### config.mk
export PLATFORM = sky130hd
export DESIGN_NAME = qed_dup_queue
export DESIGN_NICKNAME = d
export VERILOG_FILES = /design/src/rtl/qed_dup_queue.sv
export SDC_FILE = /design/constraint.sdc
export NUM_CORES = 1
export LEC_CHECK = 0
export ABC_AREA = 1
export ABC_CLOCK_PERIOD_IN_PS = 6100
export CELL_PAD_IN_SITES_DETAIL_PLACEMENT = 1
export CELL_PAD_IN_SITES_GLOBAL_PLACEMENT = 1
export CORE_MARGIN = 5
export CORE_UTILIZATION = 47
export DETAILED_ROUTE_END_ITERATION = 6
export PLACE_DENSITY = 0.91
export SYNTH_ARGS = -nofsm -noshare
export SYNTH_HDL_FRONTEND = slang
export SYNTH_SLANG_ARGS = --single-unit
### constraint.sdc
create_clock -name clk -period 6.1 [get_ports clk]
set_input_delay 0.915 -clock clk [delete_from_list [all_inputs] [get_ports clk]]
set_output_delay 0.915 -clock clk [all_outputs]
set_load 0.03 [all_outputs]
### src/rtl/qed_dup_queue.sv
// QED duplicate queue: issues original data instructions, buffers them, and
// replays them as register/memory-remapped duplicates for the SQED check.
module qed_dup_queue #(
    parameter int DEPTH = 8,
    parameter int CW    = 16
) (
    input  logic          clk,
    input  logic          resetn,
    input  logic [31:0]   ifu_qed_instruction,
    input  logic          ena,
    input  logic          exec_dup,
    output logic          in_ready,
    output logic [31:0]   qed_ifu_instruction,
    output logic          vld_out,
    output logic          is_dup,
    output logic [CW-1:0] orig_cnt,
    output logic [CW-1:0] dup_cnt,
    output logic          qed_ready
);

    localparam int AW = $clog2(DEPTH);

    localparam logic [6:0] OPC_OP     = 7'b0110011;
    localparam logic [6:0] OPC_OP_IMM = 7'b0010011;
    localparam logic [6:0] OPC_LOAD   = 7'b0000011;
    localparam logic [6:0] OPC_STORE  = 7'b0100011;
    localparam logic [6:0] OPC_LUI    = 7'b0110111;

    localparam logic [31:0]   RESET_INSN = 32'h0000_007F;
    localparam logic [AW-1:0] PTR_ZERO   = {AW{1'b0}};
    localparam logic [AW-1:0] PTR_ONE    = {{(AW-1){1'b0}}, 1'b1};
    localparam logic [AW:0]   CNT_ZERO   = {(AW+1){1'b0}};
    localparam logic [AW:0]   CNT_ONE    = {{AW{1'b0}}, 1'b1};
    localparam logic [AW:0]   CNT_FULL   = (AW+1)'(DEPTH);
    localparam logic [CW-1:0] CW_ZERO    = {CW{1'b0}};
    localparam logic [CW-1:0] CW_ONE     = {{(CW-1){1'b0}}, 1'b1};
    localparam logic [CW-1:0] CW_MAX     = {CW{1'b1}};

    function automatic logic is_enq(input logic [31:0] insn);
        logic r;
        case (insn[6:0])
            OPC_OP, OPC_OP_IMM, OPC_LOAD, OPC_STORE, OPC_LUI: r = 1'b1;
            default:                                           r = 1'b0;
        endcase
        return r;
    endfunction

    // Registers are constrained below x16, so adding 16 is just setting bit 4.
    function automatic logic [31:0] dup_xform(input logic [31:0] insn);
        logic [31:0] r;
        logic        use_rd;
        logic        use_rs1;
        logic        use_rs2;
        logic        use_mem;
        r = insn;
        case (insn[6:0])
            OPC_OP:     {use_rd, use_rs1, use_rs2, use_mem} = 4'b1110;
            OPC_OP_IMM: {use_rd, use_rs1, use_rs2, use_mem} = 4'b1100;
            OPC_LOAD:   {use_rd, use_rs1, use_rs2, use_mem} = 4'b1101;
            OPC_STORE:  {use_rd, use_rs1, use_rs2, use_mem} = 4'b0111;
            OPC_LUI:    {use_rd, use_rs1, use_rs2, use_mem} = 4'b1000;
            default:    {use_rd, use_rs1, use_rs2, use_mem} = 4'b0000;
        endcase
        if (use_rd && (insn[11:7] != 5'd0)) begin
            r[11] = 1'b1;
        end
        if (use_rs1 && (insn[19:15] != 5'd0)) begin
            r[19] = 1'b1;
        end
        if (use_rs2 && (insn[24:20] != 5'd0)) begin
            r[24] = 1'b1;
        end
        if (use_mem) begin
            r[26] = 1'b1;
        end
        return r;
    endfunction

    logic [31:0]   mem_r [DEPTH];
    logic [AW-1:0] rd_ptr_r;
    logic [AW-1:0] wr_ptr_r;
    logic [AW:0]   count_r;

    logic          empty_s;
    logic          full_s;
    logic          dup_sel_s;
    logic          push_s;
    logic          pop_s;
    logic [AW:0]   count_nxt_s;
    logic [CW-1:0] orig_nxt_s;
    logic [CW-1:0] dup_nxt_s;
    logic [31:0]   head_s;

    // Mode select, queue occupancy and saturating counter next-state.
    always_comb begin
        empty_s     = (count_r == CNT_ZERO);
        full_s      = (count_r == CNT_FULL);
        dup_sel_s   = ena && !empty_s && (exec_dup || full_s);
        pop_s       = dup_sel_s;
        push_s      = ena && !dup_sel_s && is_enq(ifu_qed_instruction);
        head_s      = mem_r[rd_ptr_r];
        count_nxt_s = count_r;
        orig_nxt_s  = orig_cnt;
        dup_nxt_s   = dup_cnt;
        if (push_s) begin
            count_nxt_s = count_r + CNT_ONE;
        end else if (pop_s) begin
            count_nxt_s = count_r - CNT_ONE;
        end else begin
            count_nxt_s = count_r;
        end
        if (push_s && (orig_cnt != CW_MAX)) begin
            orig_nxt_s = orig_cnt + CW_ONE;
        end else begin
            orig_nxt_s = orig_cnt;
        end
        if (pop_s && (dup_cnt != CW_MAX)) begin
            dup_nxt_s = dup_cnt + CW_ONE;
        end else begin
            dup_nxt_s = dup_cnt;
        end
    end

    assign in_ready = !(full_s || (exec_dup && !empty_s));

    // Queue storage; contents are don't-care once the pointers are reset.
    always_ff @(posedge clk) begin
        if (push_s) begin
            mem_r[wr_ptr_r] <= ifu_qed_instruction;
        end
    end

    // Pointers, occupancy and counters.
    always_ff @(posedge clk or negedge resetn) begin
        if (!resetn) begin
            rd_ptr_r <= PTR_ZERO;
            wr_ptr_r <= PTR_ZERO;
            count_r  <= CNT_ZERO;
            orig_cnt <= CW_ZERO;
            dup_cnt  <= CW_ZERO;
        end else begin
            if (push_s) begin
                wr_ptr_r <= wr_ptr_r + PTR_ONE;
            end
            if (pop_s) begin
                rd_ptr_r <= rd_ptr_r + PTR_ONE;
            end
            count_r  <= count_nxt_s;
            orig_cnt <= orig_nxt_s;
            dup_cnt  <= dup_nxt_s;
        end
    end

    // Issue stage toward the core and the check-point flag.
    always_ff @(posedge clk or negedge resetn) begin
        if (!resetn) begin
            qed_ifu_instruction <= RESET_INSN;
            vld_out             <= 1'b0;
            is_dup              <= 1'b0;
            qed_ready           <= 1'b0;
        end else begin
            if (ena) begin
                qed_ifu_instruction <= dup_sel_s ? dup_xform(head_s) : ifu_qed_instruction;
                vld_out             <= 1'b1;
                is_dup              <= dup_sel_s;
            end else begin
                vld_out             <= 1'b0;
            end
            qed_ready <= (orig_nxt_s == dup_nxt_s) && (orig_nxt_s != CW_ZERO)
                         && (count_nxt_s == CNT_ZERO);
        end
    end

endmodule

-- Word-level counts from Yosys, hierarchy flattened
Memories as Yosys holds them, arrays and structs flattened.
Cells that the tools add are included.
W data, S select, Z words.
- add/subtract/negate cells: 6
- equality and inequality tests: 14
- muxes and demuxes: 21
- reductions and logical operators: 28
- operators by type and width (operator ; number):
    $eq A7 B6 Y1 const B ; 6
    $add A16 B1 Y16 const B ; 2
    $mux W16 ; 2
    $mux W32 ; 1
    $ne A16 B16 Y1 const B ; 2
    $eq A16 B16 Y1 ; 1
    $mux W1 ; 16
    $reduce_bool A16 Y1 ; 1
    $reduce_bool A5 Y1 ; 3
    $eq A7 B2 Y1 const B ; 2
    $eq A7 B5 Y1 const B ; 2
    $logic_and A1 B1 Y1 ; 12
    $logic_not A4 Y1 ; 2
    $mux W4 ; 2
    $reduce_or A4 Y1 ; 2
    $add A3 B1 Y3 const B ; 2
    $reduce_or A5 Y1 ; 1
    $add A4 B1 Y4 const B ; 1
    $eq A4 B4 Y1 const B ; 1
    $reduce_or A2 Y1 ; 2
    $sub A4 B1 Y4 const B ; 1
    $logic_not A1 Y1 ; 3
    $logic_or A1 B1 Y1 ; 2
- register bits after elaboration: 77
- memory bits (writable): 256
- logic and storage cells: 79
- memories: 1
- memories (memory ; words ; bits a word ; rd ports ; clocked after memory_dff ; wr ports ; line ; text):
    mem_r ; 8 ; 32 ; 1 ; 0 ; 1 ; 79 ; logic [31:0] mem_r [DEPTH];

-- Longest topological paths before layout
Gate-level depths: netlist of run 1.
- depth after elaboration: 12
- gate-level depth with buffers: 18

-- Worst setup path after synthesis of run 1
Ideal clock, no wire load.
- path kind: input to register
- start point: in ifu_qed_instruction[3]
- end point: mem mem_r[3][0], enable pin
- library setup time: 461 ps
- arrival time: 3906 ps
- required time: 5639 ps
- path slack: 1732 ps
- stages: 8
- buffers on the path: 1
- cells stage by stage: inv_1 > nand2_1 > nor2_1 > nand3_1 > nor2_8 > buf_4 > nand2_1 > nor3_1
- word-level cells in the longest chain between the ends: 6
- ends and longest elaborated chain (element ; line ; text):
    start: declaration ; 9 ; input logic [31:0] ifu_qed_instruction,
    $eq A7 B6 Y1, or another cell as far along ; 41 ; case (insn[6:0])
    $reduce_or A5 Y1 (*) ; 41 ;
    $mux W1 (*) ; 41 ;
    $logic_and A1 B1 Y1 (*) ; 100 ; push_s = ena && !dup_sel_s && is_enq(ifu_qed_instruction);
    $mux W1 (*) ; 128 ; if (push_s) begin
    $mux W1 (not written as such) (*) ; 129 ; mem_r[wr_ptr_r] <= ifu_qed_instruction;
    end: declaration ; 79 ;
Every way passes the cells marked *; elsewhere a longest branch is shown, timed or not.

-- Worst setup path after layout of run 1
- start point: in ena
- end point: mem mem_r[6][14], enable pin
- word-level cells in the longest chain between the ends: 7
- ends and longest elaborated chain (element ; line ; text):
    start: declaration ; 10 ; input logic ena,
    $logic_and A1 B1 Y1 (2 in a row) ; 98 ; dup_sel_s = ena && !empty_s && (exec_dup || full_s);
    $logic_not A1 Y1 ; 100 ;
    $logic_and A1 B1 Y1 (*) (2 in a row) ; 100 ;
    $mux W1 (*) ; 128 ;
    $mux W1 (not written as such) (*) ; 129 ;
Marked as above.

==> run_results.csv, run 1 <==
group,metric,value,unit
synth,syn_nets,1421,
synth,yosys-top-cells-area,"edfxtp_1 53%, dfrtp_1 12%, nand2_1 8.6%",
worst_hold_path,hp-class,"in2async",
sta,fin_crit_sh,65.1,%
synth,synth_xor_area_share,1.20,%
placement,pre_cts_slack,1.71,ns
synth,synth-compound-area-share,8.90,%
worst_setup_path,critical_path.slowest_cell,"inv_2",
synth,netlist_area,14600,um2
sta,fin_crit,3.97,ns
global_routing,grt_start_max_net_pins,81,
detailed_routing,via_per_inst,6.00,
layout,final_nets,1522,
die,core_area,30600,um2
detailed_routing,antenna_left,0,
layout,area.sequential,9630,um2
worst_setup_path,cp.required,6.31,ns
synth,yosys_warnings,0,
layout,final_layout_size_suffix_gt1_share,9.36,%
synth,synth_seq_cells,333,
clock_network,root_buffer,"clkbuf_16",
worst_setup_path,crit_buf_inv,3,
synth,synth_top_family_by_area,"simple AND/OR/NAND/NOR gates",
die,rows,64,
placement,hpwl,28.2,mm
sta,fin_ws,2.13,ns
global_routing,track_usage,26.9,%
die,die_area,34600,um2
sta,slew_violations,0,
sta,finClkSkew,0.0204,ns
worst_setup_path,crit_fanout,31,
detailed_routing,drtIter0Drc,1009,
sta,whs,0.380,ns
worst_setup_path,max_stage_delay,0.69,ns
placement,io_buffer_count,103,
pwr,leakage,6.54,nW
sta,hold_viol_final,0,
synth,synth_fa_ha_area_share,0.515,%
layout,final_cell_mix,"334 x nand2_1, 256 x edfxtp_1, 189 x nor2_1",
detailed_routing,drc,0,
synth,synth_flop_cell,"edfxtp_1",
synth,yosys.area.top_type,"edfxtp_1",
sta,tightestPinTransition,1.12,ns
worst_setup_path,worst_setup_path_end_kind,"flip-flop",
die,io-pin-count,104,
worst_setup_path,path_cells,"clkdlybuf4s50_1, nand3_4, inv_2, nand2_2, or2_2, nor3_2, buf_12",
sta,max_freq,252,MHz
clock_network,cts_tree,"done",
synth,synth_edf_count,256,
flow_run,maxCapViolations,0,
synth,async_flop_share,23.1,%
synth,synth-simple-area-share,19.3,%
global_routing,grt_pass1_wl,71.3,mm
die,start_util,47.7,%
worst_setup_path,criticalPathCategory,"in2reg",
sta,maxSlewHeadroom,25.1,%
detailed_routing,num_vias,11400,
clock_network,cts_resized,0,
clock_network,cts_max_level,2,
detailed_routing,drt_first_pass_iters,5,
synth,synth.distinct_cells,46,
global_routing,grt_overflow,0,
pwr,p_per_area,460,nW/um2
die,die_h,186,um
worst_setup_path,arrival,4.17,ns
placement,globalplace.congestion,0.846,
sta,finalSetupTns,0,ns
synth,netlist.area_leader.share,52.7,%
synth,synthCells,1379,
clock_network,hold_buffers,0,
layout,multi_input_area,4410,um2
sta,grt_setup_unrepaired,"false",
layout,area_growth,18.0,%
sta,finalSetupViolations,0,
clock_network,cts.sinks,333,
detailed_routing,drt_wl_total,46.4,mm
pwr,ir_drop,0.000261,V
clock_network,clockBufferDepth,3,
detailed_routing,routedWlPerCell,24.4,um
worst_setup_path,critPathLaunchType,"input pin",
worst_setup_path,cp_top_family,"buffers and inverters",
global_routing,antenna_found_initial,2,
die,die_w,186,um
synth,synthMuxAreaShare,0.0687,%
layout,fillers,3242,
clock_network,clk_latency,0.53,ns
worst_setup_path,rrSetupSlack,2.20,ns
clock_network,cts_setup_buffers,0,
clock_network,numCtsBuffers,36,
layout,final_common_cell,"nand2_1",
outcome,status,"complete, no violations",
synth,ys_seq_area_share,66.0,%
clock_network,clk_pin_slew,0.06,ns
global_routing,grt_pass1_vias,12600,
layout,num_antenna_cells,0,
synth,syn_avg_cell_area,10.6,um2
==> sequential cells by signal, indices dropped and copies added (netlist names) <==
| name | flops |
|---|---|
| mem_r | 256 |
| qed_ifu_instruction | 32 |
| dup_cnt | 16 |
| orig_cnt | 16 |
| count_r | 4 |
| rd_ptr_r | 3 |
| wr_ptr_r | 3 |
| is_dup | 1 |
| qed_ready | 1 |
| vld_out | 1 |
==> logic make-up (layout without fill, tap and decap cells) <==
kind of cell	Yosys count	count (layout)
AO/OA/AOI/OAI	221	221
flip-flops	333	333
buffers and inverters	142	269
multiplexers	1	1
adder cells (fa/ha/maj)	6	6
XOR/XNOR	20	20
AND/OR/NAND/NOR	656	656
==> report_power, final <==
group          leakage, nW  internal (W)  switching, W  total, W
clock                0.561       0.00123      0.000892   0.00212
combinational         2.76      0.000887       0.00193   0.00281
sequential            3.22       0.00265      0.000322   0.00297
==> layer usage <==
| layer | part of all wire (%) | global-route usage (%) | vias up |
|---|---|---|---|
| li1 | - | - | 4964 |
| met1 | 38 | 33.0 | 5722 |
| met2 | 50 | 46.5 | 567 |
| met3 | 7.2 | 5.11 | 151 |
| met4 | 4.5 | 11.9 | 4 |
| met5 | 0.065 | 0 | - |
==> final timing paths <==
path,cells after the start,start,to
max reg2reg,10,count_r[1]$_DFF_PN0_,mem_r[6][14]$_DFFE_PP_
min,1,resetn,dup_cnt[13]$_DFF_PN0_
max in group asynchronous,2,resetn,rd_ptr_r[1]$_DFFE_PN0P_
max,7,ena,mem_r[6][14]$_DFFE_PP_
min reg2reg,2,qed_ifu_instruction[1]$_DFFE_PN1P_,qed_ifu_instruction[1]$_DFFE_PN1P_
min in group clk,2,qed_ifu_instruction[1]$_DFFE_PN1P_,qed_ifu_instruction[1]$_DFFE_PN1P_
==> cell usage after synthesis (7+ instances only) <==
| master | count |
|---|---|
| nand2_4 | 9 |
| clkbuf_1 | 46 |
| dfrtp_1 | 70 |
| edfxtp_1 | 256 |
| xnor2_1 | 10 |
| o21ai_0 | 133 |
| nor2_1 | 189 |
| nand3_1 | 75 |
| nand2_1 | 334 |
| nand2_2 | 13 |
| buf_2 | 9 |
| inv_2 | 7 |
| nand4_1 | 11 |
| xor2_1 | 10 |
| a21oi_1 | 7 |
| dfstp_2 | 7 |
| o22ai_1 | 40 |
| nor3_1 | 10 |
| o221ai_1 | 21 |
| inv_1 | 69 |
==> area by class of cell <==
class                      count  share of cell area, %
tap                          396                   2.88
clock buffer                  49                   6.00
multi-input combinational    904                   25.6
timing repair buffer         126                   7.13
sequential                   333                   56.0
inverter                      79                   1.77
clock inverter                15                  0.640
==> per-stage QoR <==
step	utilization, %	cell area, um2	total power (W)	instances
finish	56.2	17200	0.00791	1902
global route	56.2	17200	0.00829	1902
CTS	56.2	17200	0.00791	1902
detailed placement	52.5	16100	0.00572	1838
global placement	52.5	16100	0.00551	1838
floorplan	-	14600	0.00467	1379
Power figures use the tool's default switching activity.
==> run 2, diff against run 1 <==
--- a/config.mk
+++ b/config.mk
@@ -6,7 +6,7 @@
 export NUM_CORES = 1
 export LEC_CHECK = 0
 export ABC_AREA = 1
-export ABC_CLOCK_PERIOD_IN_PS = 6100
+export ABC_CLOCK_PERIOD_IN_PS = 4100
 export CELL_PAD_IN_SITES_DETAIL_PLACEMENT = 1
 export CELL_PAD_IN_SITES_GLOBAL_PLACEMENT = 1
 export CORE_MARGIN = 5
==> constraint.sdc (replaced) <==
create_clock -name clk -period 4.1 [get_ports clk]
set_input_delay 0.615 -clock clk [delete_from_list [all_inputs] [get_ports clk]]
set_output_delay 0.615 -clock clk [all_outputs]
set_load 0.03 [all_outputs]
==> run_results.csv, run 2 (synthesis gave the netlist of run 1 again) <==
group,metric,value,unit
sta,maxSlewHeadroom,47.1,%
detailed_routing,wl_met2,24.0,mm
die,rows,64,
global_routing,antenna_found_initial,0,
clock_network,clockBufferDepth,3,
worst_setup_path,worst_setup_path_end_kind,"flip-flop",
layout,final_layout_size_suffix_gt1_share,9.54,%
pwr,leakage,6.57,nW
clock_network,cts_resized,0,
clock_network,clk_pin_slew,0.07,ns
global_routing,grt_start_max_net_pins,67,
clock_network,cts_tree,"done",
detailed_routing,drt_first_pass_iters,7,
layout,num_antenna_cells,0,
clock_network,hold_buffers,0,
layout,largest_register_ffs,256,
global_routing,grt_pass1_vias,12600,
placement,hpwl,27.8,mm
detailed_routing,via_per_inst,6.01,
detailed_routing,met3_length,3.39,mm
clock_network,clk_latency,0.53,ns
layout,final_util,56.5,%
layout,final_common_cell,"nand2_1",
layout,reg_top3,"mem_r (256), qed_ifu_instruction (32)",
global_routing,grt_overflow,0,
die,io-pin-count,104,
pwr,ir_drop,0.000583,V
worst_setup_path,crit_fanout,48,
clock_network,cts_setup_buffers,0,
pwr,p_per_area,691,nW/um2
die,start_util,47.7,%
clock_network,root_buffer,"clkbuf_16",
sta,finalSetupTns,0,ns
placement,pre_cts_slack,0.641,ns
sta,finalSetupViolations,0,
detailed_routing,drc,0,
layout,fillers,3236,
pwr,power.total,0.0119,W
global_routing,track_usage,27.0,%
detailed_routing,drtIter0Drc,1133,
sta,hold_viol_final,0,
clock_network,numCtsBuffers,36,
pwr,p_int,0.00721,W
worst_setup_path,critPathLaunchType,"flip-flop",
placement,globalplace.congestion,0.850,
worst_setup_path,cp.required,4.47,ns
sta,max_freq,306,MHz
die,core_area,30600,um2
worst_hold_path,hp-class,"in2async",
detailed_routing,antenna_left,0,
sta,grt_setup_unrepaired,"false",
detailed_routing,drt_wl_total,46.7,mm
sta,fin_crit_sh,79.7,%
pwr,combPwrFrac,36.3,%
sta,whs,0.187,ns
sta,fin_crit,3.27,ns
placement,io_buffer_count,103,
clock_network,cts_max_level,2,
sta,finClkSkew,0.0311,ns
clock_network,cts.sinks,333,
pwr,clockPowerShare,27.4,%
detailed_routing,highest_layer,"met4",
pwr,power_switching,0.00474,W
detailed_routing,drt-met1-wl,17.5,mm
sta,fin_ws,0.832,ns
global_routing,grt_pass1_wl,71.7,mm
flow_run,maxCapViolations,0,
layout,top_register,"mem_r",
die,die_w,186,um
worst_setup_path,arrival,3.64,ns
sta,slew_violations,0,
die,die_area,34600,um2
pwr,p_sw_share,39.7,%
detailed_routing,routedWlPerCell,24.5,um
die,die_h,186,um
layout,area_growth,18.6,%
detailed_routing,num_vias,11500,
layout,final_cell_mix,"334 x nand2_1, 256 x edfxtp_1, 189 x nor2_1",
pwr,p_seq_share,36.3,%
worst_setup_path,criticalPathCategory,"reg2reg",
sta,tightestPinTransition,0.793,ns
outcome,status,"complete, no violations",
layout,final_nets,1526,
-- run 2: power groups by stage --
stage	combinational [W]	sequential [W]	clock (W)
after floorplan	0.00228	0.00467	0
after global placement	0.00388	0.00436	0
after detailed placement	0.00416	0.00438	0
after CTS	0.00431	0.00433	0.00329
after global routing	0.00467	0.00437	0.00346
final	0.00433	0.00434	0.00327
-- run 2: layer usage --
| metal | up-vias | global-route usage [%] |
|---|---|---|
| met5 | - | 0 |
| met4 | 0 | 11.5 |
| met3 | 144 | 4.57 |
| met2 | 604 | 47.9 |
| met1 | 5749 | 32.8 |
| li1 | 4965 | - |
-- run 2: worst max-delay path, cell delays in order, from the launching register on --
cell	delay, ns
dfrtp_4	0.80
buf_4	0.54
nor2_1	0.11
nor2_1	0.14
o21ai_0	0.13
o21ai_0	0.14
inv_1	0.10
o21ai_0	0.28
inv_1	0.15
o21ai_0	0.28
nor2_1	0.12
nand2_1	0.09
nand2_1	0.08
nand2_1	0.08
nand2_1	0.09
-- run 2: metrics by stage --
step | cells | cell area [um2]
floorplan | 1379 | 14600
global placement | 1842 | 16100
detailed placement | 1842 | 16100
CTS | 1906 | 17300
global route | 1906 | 17300
finish | 1906 | 17300
-- run 2: path summary, 6_finish.rpt --
| path | startpoint | endpoint | slack (ns) | depth (start not counted) |
|---|---|---|---|---|
| max | rd_ptr_r[0]$_DFFE_PN0P_ | qed_ifu_instruction[11]$_DFFE_PN0P_ | 0.83 | 14 |
| min | resetn | orig_cnt[14]$_DFF_PN0_ | 0.19 | 1 |
| max reg2reg | rd_ptr_r[0]$_DFFE_PN0P_ | qed_ifu_instruction[11]$_DFFE_PN0P_ | 0.83 | 14 |
| min reg2reg | qed_ifu_instruction[0]$_DFFE_PN1P_ | qed_ifu_instruction[0]$_DFFE_PN1P_ | 0.49 | 2 |
| max in group asynchronous | resetn | rd_ptr_r[0]$_DFFE_PN0P_ | 2.87 | 2 |
| min in group clk | qed_ifu_instruction[0]$_DFFE_PN1P_ | qed_ifu_instruction[0]$_DFFE_PN1P_ | 0.49 | 2 |
-- run 2: cell type report --
type	instances	area, um2	area share, %
multi-input cells	904	4430	25.6
well taps	396	495	2.87
repair buffers	130	1270	7.34
flip-flops and latches	333	9630	55.7
inverters	79	304	1.76
clock buffers	46	958	5.54
clock inverters	18	204	1.18
==> run 3, diff against run 2 <==
--- a/config.mk
+++ b/config.mk
@@ -6,7 +6,7 @@
 export NUM_CORES = 1
 export LEC_CHECK = 0
 export ABC_AREA = 1
-export ABC_CLOCK_PERIOD_IN_PS = 4100
+export ABC_CLOCK_PERIOD_IN_PS = 3400
 export CELL_PAD_IN_SITES_DETAIL_PLACEMENT = 1
 export CELL_PAD_IN_SITES_GLOBAL_PLACEMENT = 1
 export CORE_MARGIN = 5
==> constraint.sdc (replaced) <==
create_clock -name clk -period 3.4 [get_ports clk]
set_input_delay 0.51 -clock clk [delete_from_list [all_inputs] [get_ports clk]]
set_output_delay 0.51 -clock clk [all_outputs]
set_load 0.03 [all_outputs]
==> run_results.csv, run 3 (synthesis gave the netlist of run 1 again) <==
group,metric,value,unit
outcome,status,"complete, no violations",
die,io-pin-count,104,
worst_setup_path,arrival,2.44,ns
detailed_routing,drtIter0Drc,1186,
worst_setup_path,reg2reg_to,"qed_ifu_instruction[11]$_DFFE_PN0P_",
pwr,power_switching,0.00588,W
sta,hold_viol_final,0,
global_routing,grt_overflow,0,
clock_network,cts_setup_buffers,0,
layout,area_growth,20.1,%
sta,finalSetupViolations,0,
detailed_routing,drc,0,
detailed_routing,antenna_left,0,
sta,whs,0.146,ns
sta,max_freq,339,MHz
worst_setup_path,ff2ff_path_depth,12,
clock_network,hold_buffers,0,
layout,fillers,3215,
global_routing,top_usage_layer,"met2",
worst_setup_path,critPathLaunchType,"flip-flop",
pwr,p_per_area,841,nW/um2
layout,top_register,"mem_r",
die,die_w,186,um
clock_network,cts_tree,"done",
detailed_routing,routedWlPerCell,25.5,um
pwr,p_int,0.00884,W
worst_setup_path,criticalPathCategory,"reg2out",
worst_setup_path,crit-reg2reg-launch,"rd_ptr_r[1]$_DFFE_PN0P_",
placement,io_buffer_count,103,
pwr,leakage,6.67,nW
clock_network,clk_pin_slew,0.06,ns
detailed_routing,drt_first_pass_iters,5,
layout,final_cells,1918,
layout,final_layout_size_suffix_gt1_share,10.4,%
sta,fin_crit_sh,86.9,%
layout,multi_input_area,4430,um2
pwr,power.total,0.0147,W
worst_setup_path,cp.required,2.89,ns
global_routing,track_usage,28.4,%
global_routing,grt_pass1_wl,74.6,mm
pwr,combPwrFrac,36.9,%
worst_setup_path,crit_fanout,5,
pwr,p_seq_share,35.1,%
pwr,p_sw_share,39.9,%
die,die_h,186,um
placement,dp.cells,1852,
layout,largest_register_ffs,256,
global_routing,grt_use_met3,5.00,%
sta,fin_crit,2.95,ns
clock_network,cts_max_level,2,
global_routing,grt_pass1_vias,12600,
die,core_area,30600,um2
global_routing,grt_start_max_net_pins,130,
sta,finClkSkew,0.0177,ns
worst_setup_path,worst_setup_path_end_kind,"primary output",
placement,hpwl,28.8,mm
sta,tightestPinTransition,1.07,ns
flow_run,maxCapViolations,0,
clock_network,root_buffer,"clkbuf_16",
clock_network,cts.sinks,333,
detailed_routing,num_vias,11600,
worst_setup_path,rrSetupSlack,0.61,ns
detailed_routing,via_per_inst,6.05,
die,die_area,34600,um2
detailed_routing,drt_wl_total,49.0,mm
layout,final_common_cell,"nand2_1",
die,rows,64,
layout,final_util,57.3,%
global_routing,antenna_found_initial,0,
global_routing,met1_usage,34.7,%
pwr,clockPowerShare,28.0,%
clock_network,cts_resized,0,
sta,maxSlewHeadroom,28.4,%
placement,globalplace.congestion,0.874,
global_routing,gr-usage-met2,49.1,%
sta,grt_setup_unrepaired,"false",
clock_network,clk_latency,0.53,ns
clock_network,clockBufferDepth,3,
sta,slew_violations,0,
die,start_util,47.7,%
layout,reg_top3,"mem_r (256), qed_ifu_instruction (32)",
worst_hold_path,hp-class,"in2async",
layout,num_antenna_cells,0,
layout,final_cell_mix,"334 x nand2_1, 256 x edfxtp_1, 189 x nor2_1",
layout,area.sequential,9630,um2
layout,final_nets,1536,
clock_network,numCtsBuffers,36,
pwr,ir_drop,0.000466,V
[run 3: cell types whose count changed in the layout (fill, tap and decap cells not counted)]
cell,change
clkbuf_1,+1
inv_1,+1
clkinv_1,-5
clkinv_2,+2
bufinv_16,+1
clkinv_8,-1
clkbuf_16,+1
buf_4,+2
inv_6,+2
inv_8,+1
clkinvlp_4,+1
buf_12,+8
clkbuf_8,-2
[run 3: routing by layer]
metal / vias up / part of all wire (%)
met5: - / 0
met4: 0 / 5.1
met3: 173 / 7.6
met2: 692 / 51
met1: 5743 / 37
li1: 4990 / -
[run 3: area by class of cell]
type | instances | area share, %
flip-flops and latches | 333 | 55.0
multi-input cells | 904 | 25.3
repair buffers | 140 | 8.24
clock buffers | 46 | 5.48
clock inverters | 20 | 1.42
well taps | 396 | 2.83
inverters | 79 | 1.74
[run 3: critical path, stage by stage, from the launching register on]
cell	delay, ns
dfrtp_1	0.44
inv_1	0.15
ha_1	0.28
nand2_2	0.10
nand2_4	0.09
nand2_4	0.08
inv_1	0.11
clkdlybuf4s50_1	0.68
[run 3: how the worst max path moves through the flow]
stage                                       from                     end  slack [ns]  depth (start not counted)
after global placement    ifu_qed_instruction[5]  mem_r[5][20]$_DFFE_PP_        0.42                          8
after floorplan             count_r[0]$_DFF_PN0_   mem_r[2][0]$_DFFE_PP_       -0.80                          9
after CTS                   count_r[0]$_DFF_PN0_                in_ready        0.42                          7
final                       count_r[0]$_DFF_PN0_                in_ready        0.45                          7
after global routing        count_r[0]$_DFF_PN0_                in_ready        0.32                          7
after detailed placement  ifu_qed_instruction[3]  mem_r[3][14]$_DFFE_PP_        0.26                          9
[run 3: metrics by stage]
step	cell area [um2]	setup slack [ns]	setup TNS, ns
finish	17500	0.447	0
global placement	16300	0.419	0
global route	17500	0.318	0
floorplan	14600	-0.802	-102.65
CTS	17500	0.420	0
detailed placement	16300	0.264	0
[run 3: power groups by stage]
stage	clock (W)	combinational [W]	sequential, W
6_report	0.00412	0.00544	0.00517
2_1_floorplan	0	0.00275	0.00563
4_1_cts	0.00415	0.00540	0.00516
3_5_place_dp	0	0.00521	0.00522
5_1_grt	0.00436	0.00582	0.00520
3_3_place_gp	0	0.00484	0.00519
